==> src/rtl/decode_wave_arbiter.sv <==
// decode_wave_arbiter
//   Round-robin scheduler that picks which wavefront's buffered instruction
//   dword is presented to decode each slot. When decode reports that the
//   dword it holds needs a second dword, the arbiter re-grants that same
//   wavefront for the second half before resuming round-robin.
//
//   state  | meaning
//   -------+-----------------------------------------------------------------
//   ARB    | scan wave_ready from last_grant+1 (mod NUM_WF) and grant the winner
//   CHECK  | granted dword sits in decode; sample the half-required request
//   SECOND | wait for wave_ready[last_grant], then grant its second dword
//
// Ports
//   clk                 clock, rising edge
//   rst                 synchronous active-high reset
//   wave_ready          per-wavefront "dword buffered" flags
//   wave_ins_half_rqd   decode needs a second dword for the held instruction
//   wave_ins_half_wfid  wavefront the half request refers to
//   arb_valid           registered grant pulse
//   arb_wfid            registered granted wavefront id
//   arb_second_half     registered, high with arb_valid for a second-dword grant
//   arb_error           sticky protocol-violation flag, cleared only by rst

module decode_wave_arbiter #(
    parameter int NUM_WF = 40
) (
    input  logic              clk,
    input  logic              rst,
    input  logic [NUM_WF-1:0] wave_ready,
    input  logic              wave_ins_half_rqd,
    input  logic [5:0]        wave_ins_half_wfid,
    output logic              arb_valid,
    output logic [5:0]        arb_wfid,
    output logic              arb_second_half,
    output logic              arb_error
);

    typedef enum logic [1:0] {
        ARB    = 2'd0,
        CHECK  = 2'd1,
        SECOND = 2'd2
    } state_t;

    localparam logic [5:0] LAST_WF = 6'(NUM_WF - 1);

    state_t     state, state_next;
    logic [5:0] last_grant, last_grant_next;
    logic       second_pending, second_pending_next;
    logic       valid_next;
    logic [5:0] wfid_next;
    logic       second_half_next;
    logic       error_next;

    logic       found;
    logic [5:0] winner;

    // Rotating priority scan: candidates are last_grant+1 .. last_grant+NUM_WF,
    // so last_grant itself is the lowest-priority (final) candidate.
    always_comb begin
        found  = 1'b0;
        winner = '0;
        for (int i = 1; i <= NUM_WF; i++) begin
            int idx;
            idx = int'(last_grant) + i;
            if (idx >= NUM_WF) begin
                idx = idx - NUM_WF;
            end
            if (!found && wave_ready[idx]) begin
                found  = 1'b1;
                winner = 6'(idx);
            end
        end
    end

    always_comb begin
        state_next          = state;
        last_grant_next     = last_grant;
        second_pending_next = second_pending;
        valid_next          = 1'b0;
        wfid_next           = arb_wfid;
        second_half_next    = 1'b0;
        error_next          = arb_error;

        unique case (state)
            ARB: begin
                if (found) begin
                    valid_next      = 1'b1;
                    wfid_next       = winner;
                    last_grant_next = winner;
                    state_next      = CHECK;
                end
            end
            CHECK: begin
                state_next = ARB;
                if (second_pending) begin
                    // Second dword already delivered; decode's request is stale.
                    second_pending_next = 1'b0;
                end else if (wave_ins_half_rqd) begin
                    // last_grant < NUM_WF, so an out-of-range wfid never matches.
                    if (wave_ins_half_wfid == last_grant) begin
                        state_next = SECOND;
                    end else begin
                        error_next = 1'b1;
                    end
                end
            end
            SECOND: begin
                if (wave_ready[last_grant]) begin
                    valid_next          = 1'b1;
                    wfid_next           = last_grant;
                    second_half_next    = 1'b1;
                    second_pending_next = 1'b1;
                    state_next          = CHECK;
                end
            end
            default: begin
                state_next = ARB;
            end
        endcase
    end

    always_ff @(posedge clk) begin
        if (rst) begin
            state           <= ARB;
            last_grant      <= LAST_WF;
            second_pending  <= 1'b0;
            arb_valid       <= 1'b0;
            arb_wfid        <= '0;
            arb_second_half <= 1'b0;
            arb_error       <= 1'b0;
        end else begin
            state           <= state_next;
            last_grant      <= last_grant_next;
            second_pending  <= second_pending_next;
            arb_valid       <= valid_next;
            arb_wfid        <= wfid_next;
            arb_second_half <= second_half_next;
            arb_error       <= error_next;
        end
    end

endmodule

==> config.mk <==
export PLATFORM = sky130hd
export DESIGN_NAME = decode_wave_arbiter
export DESIGN_NICKNAME = d
export VERILOG_FILES = /design/src/rtl/decode_wave_arbiter.sv
export SDC_FILE = /design/constraint.sdc
export NUM_CORES = 1
export LEC_CHECK = 0
export BUFFER_PORTS_ARGS = -buffer_cell sky130_fd_sc_hd__buf_4
export CAP_MARGIN = 20
export CORE_MARGIN = 5
export CORE_UTILIZATION = 40
export DETAILED_ROUTE_END_ITERATION = 7
export PLACE_DENSITY_LB_ADDON = 0.08
export SYNTH_ARGS = -nofsm -noshare
export SYNTH_HDL_FRONTEND = slang
export SYNTH_SLANG_ARGS = --single-unit
==> constraint.sdc <==
create_clock -name clk -period 10.9 [get_ports clk]
set_clock_uncertainty 0.05 [all_clocks]
set_input_delay 1.09 -clock clk [delete_from_list [all_inputs] [get_ports clk]]
set_output_delay 1.09 -clock clk [all_outputs]
set_load 0.005 [all_outputs]
==> results.toml <==
[synth]
yosys_most_used_dff = "dfxtp_1"
yosysTopAreaCell = "mux4_2"
async_flop_share_pct = 0
synth_xor_area_share_pct = 3.453
synthCells = 2047
synth_cell_type_count = 112
synth_fa_ha_area_share_pct = 5.209
synth_mux_area_share_pct = 16.99
synthTopCellsByArea = "mux4_2 8.3%, mux2i_1 5.8%, ha_1 5.2%, a21oi_1 4.0%, o21ai_0 4.0%"
syn_nets = 2158
ys_seq_area_share_pct = 2.420
yosys.area_share.simple_pct = 28.20
synth_compound_area_share_pct = 37.18
ys_warn_count = 0
synth_seq_cells = 18
synth_top_family_by_area = "compound AO/OA/AOI/OAI gates"
synth_edf_count = 0
synth.cell_area_um2 = 14890
avgSynthCellArea_um2 = 7.276
synth_top_area_share_pct = 8.317

[critical_path]
required_ns = 10.98
crit_top_cell = "buf_4"
cp_cell_sequence = "inv_1, buf_4, ha_1, a21oi_2, xnor2_1, buf_4, inv_2, ha_1, a21o_1, a221oi_1, nor4_1, a221oi_4, nand3_2, nor4_4, buf_4, nand4b_2, or4b_1, o21ai_4, and2_1, nor4_1, a31oi_1, o31ai_1"
worst_path_max_delay_cell = "a221oi_1"
end_kind = "flop"
worstSetupPathType = "flop to flop"
startpoint_type = "flop"
cp.arrival_ns = 8.42
crit_fanout = 23
max_stage_delay_ns = 0.97

[cells_and_area]
fin_nets = 2136
fillers = 3871
syn2layout_area_growth_pct = 5.847
drive_gt1_share_pct = 15.66

[route]
routed_wl_um = 83160
antenna_left = 0
viasPerCell = 7.495
drt_iter0_markers = 2278
dr.pass1.iters = 8
drcViolationCount = 0
wl_per_cell_um = 33.32
vias = 18710

[sta]
rsz0062_at_grt = "no"
fmax_ghz = 0.1199
setup_violations = 0
fin_crit_sh_pct = 76.54
max_slew_margin_pct = 16.30
min_period_ns = 8.343
hold_viol = 0
worst_slew_pin_slew_ns = 1.252
tns_ns = 0
holdWs_ns = 0.4244
report.final.slew_viol_count = 0

[clocking]
clkTransAtPathRegs_ns = 0.05
postCtsSetupRepairBufs = 0
numCtsBuffers = 3
cts_root_buffer = "clkbuf_16"
cts_tree = "done"
cts_max_level = 1
cts.path.max_buffers = 2
post_cts_resize_count = 0
holdBufCountCts = 0
cts_sinks = 18
clock_latency_ns = 0.25

[floorplanning]
die-area_um2 = 41190
fp.dieH_um = 203.0
io_pins = 58
initial_core_util_pct = 40.58
fp-row-count = 70
die_x_um = 203.0
fp.coreArea_um2 = 36700

[global_routing]
grt_use_total_pct = 38.23
grt_pass1_wl_um = 119000
globalRouteOverflowTotal = 0
grt_max_degree = 55
antenna_found_initial = 1
first_global_vias = 16870

[place]
io_buffers = 57
dp_hpwl_um = 65480
gp_routability_congestion = 1.065

[status]
outcome = "finished, final reports clean"

[run]
maxCapViolCount = 0

[hold_path]
hold_class = "flop to flop"
## cell families (layout without fill, tap and decap cells)
kind of cell    count (synthesis)  count (layout)
simple gates                  762             762
xor+xnor                       57              57
buf+inv                       211             188
other cells                     0               4
mux                           179             179
flops                          18              18
compound gates                758             758
fa+ha+maj                      62              62
## per-layer routing
metal | wire, um | global-route usage [%] | vias up
met5 | 0 | 0 | -
met4 | 5889 | 20.68 | 0
met3 | 9176 | 7.395 | 262
met2 | 35010 | 58.13 | 1252
met1 | 33080 | 51.03 | 9055
li1 | - | - | 8138
## flip-flops by register name (all words and copies together) (netlist names)
register and cells:
arb_error 1, arb_second_half 1, arb_valid 1, arb_wfid 6, last_grant 6, second_pending 1
state 2
## cell usage after synthesis, types with 18 or more instances
cell type / instances
a2111oi_0: 20
a211oi_1: 46
a21o_1: 29
a21oi_1: 120
a31oi_1: 39
and2_1: 35
and3_1: 23
buf_2: 50
clkbuf_1: 59
dfxtp_1: 18
ha_1: 62
inv_1: 59
mux2_2: 37
mux2i_1: 86
mux4_2: 55
nand2_1: 145
nand2b_1: 32
nand3_1: 67
nand4_1: 27
nor2_1: 147
nor2b_1: 23
nor3_1: 66
nor4_1: 29
o211ai_1: 40
o21a_1: 22
o21ai_0: 120
o22ai_1: 22
o31ai_1: 20
or3_1: 32
xnor2_1: 42
## layout make-up
class / count / area [um2] / area share (%)
Sequential cell: 18 / 375.4 / 2.381
Clock buffer: 4 / 88.84 / 0.5635
Antenna cell: 4 / 10.01 / 0.06350
Tap cell: 468 / 585.6 / 3.715
Timing Repair Buffer: 115 / 859.6 / 5.453
Inverter: 69 / 259.0 / 1.643
Multi-Input combinational cell: 1818 / 13590 / 86.18
## worst paths after layout
| path | from | cells past startpoint | slack [ns] | endpoint |
|---|---|---|---|---|
| max | last_grant[2]$_SDFFE_PP1P_ | 22 | 2.56 | arb_wfid[4]$_SDFFE_PP0P_ |
| min | arb_wfid[1]$_SDFFE_PP0P_ | 2 | 0.42 | arb_wfid[1]$_SDFFE_PP0P_ |
| max reg2reg | last_grant[2]$_SDFFE_PP1P_ | 22 | 2.56 | arb_wfid[4]$_SDFFE_PP0P_ |
| min reg2reg | arb_wfid[1]$_SDFFE_PP0P_ | 2 | 0.42 | arb_wfid[1]$_SDFFE_PP0P_ |
## through the flow
stage	setup slack (ns)	util, %	instance area [um2]	std cells
finish	2.557	42.96	15760	2496
floorplan	4.504	-	14890	2047
CTS	2.866	42.91	15750	2491
global route	2.342	42.93	15750	2492
global placement	2.906	42.64	15650	2486
detailed placement	2.887	42.67	15660	2487
## worst max-delay path: cells and delay by family (launching register included)
kind                     cells  cell delay, ns
AO/OA/AOI/OAI                7            2.40
XOR/XNOR                     1            0.20
adder cells (fa/ha/maj)      2            0.67
buffers and inverters        5            1.66
flip-flops                   1            0.31
AND/OR/NAND/NOR              7            2.89
## cells in the final DEF (no fill, tap or decap), types with 59 or more instances in the layout
cell type / n
nor3_1: 66
a21oi_1: 120
nor2_1: 147
ha_1: 60
buf_4: 113
mux2i_1: 86
nand3_1: 67
inv_1: 59
nand2_1: 145
o21ai_0: 120
Power is not shown: default switching activity piles up to over one toggle a cycle in this logic, so the estimate is an artifact.
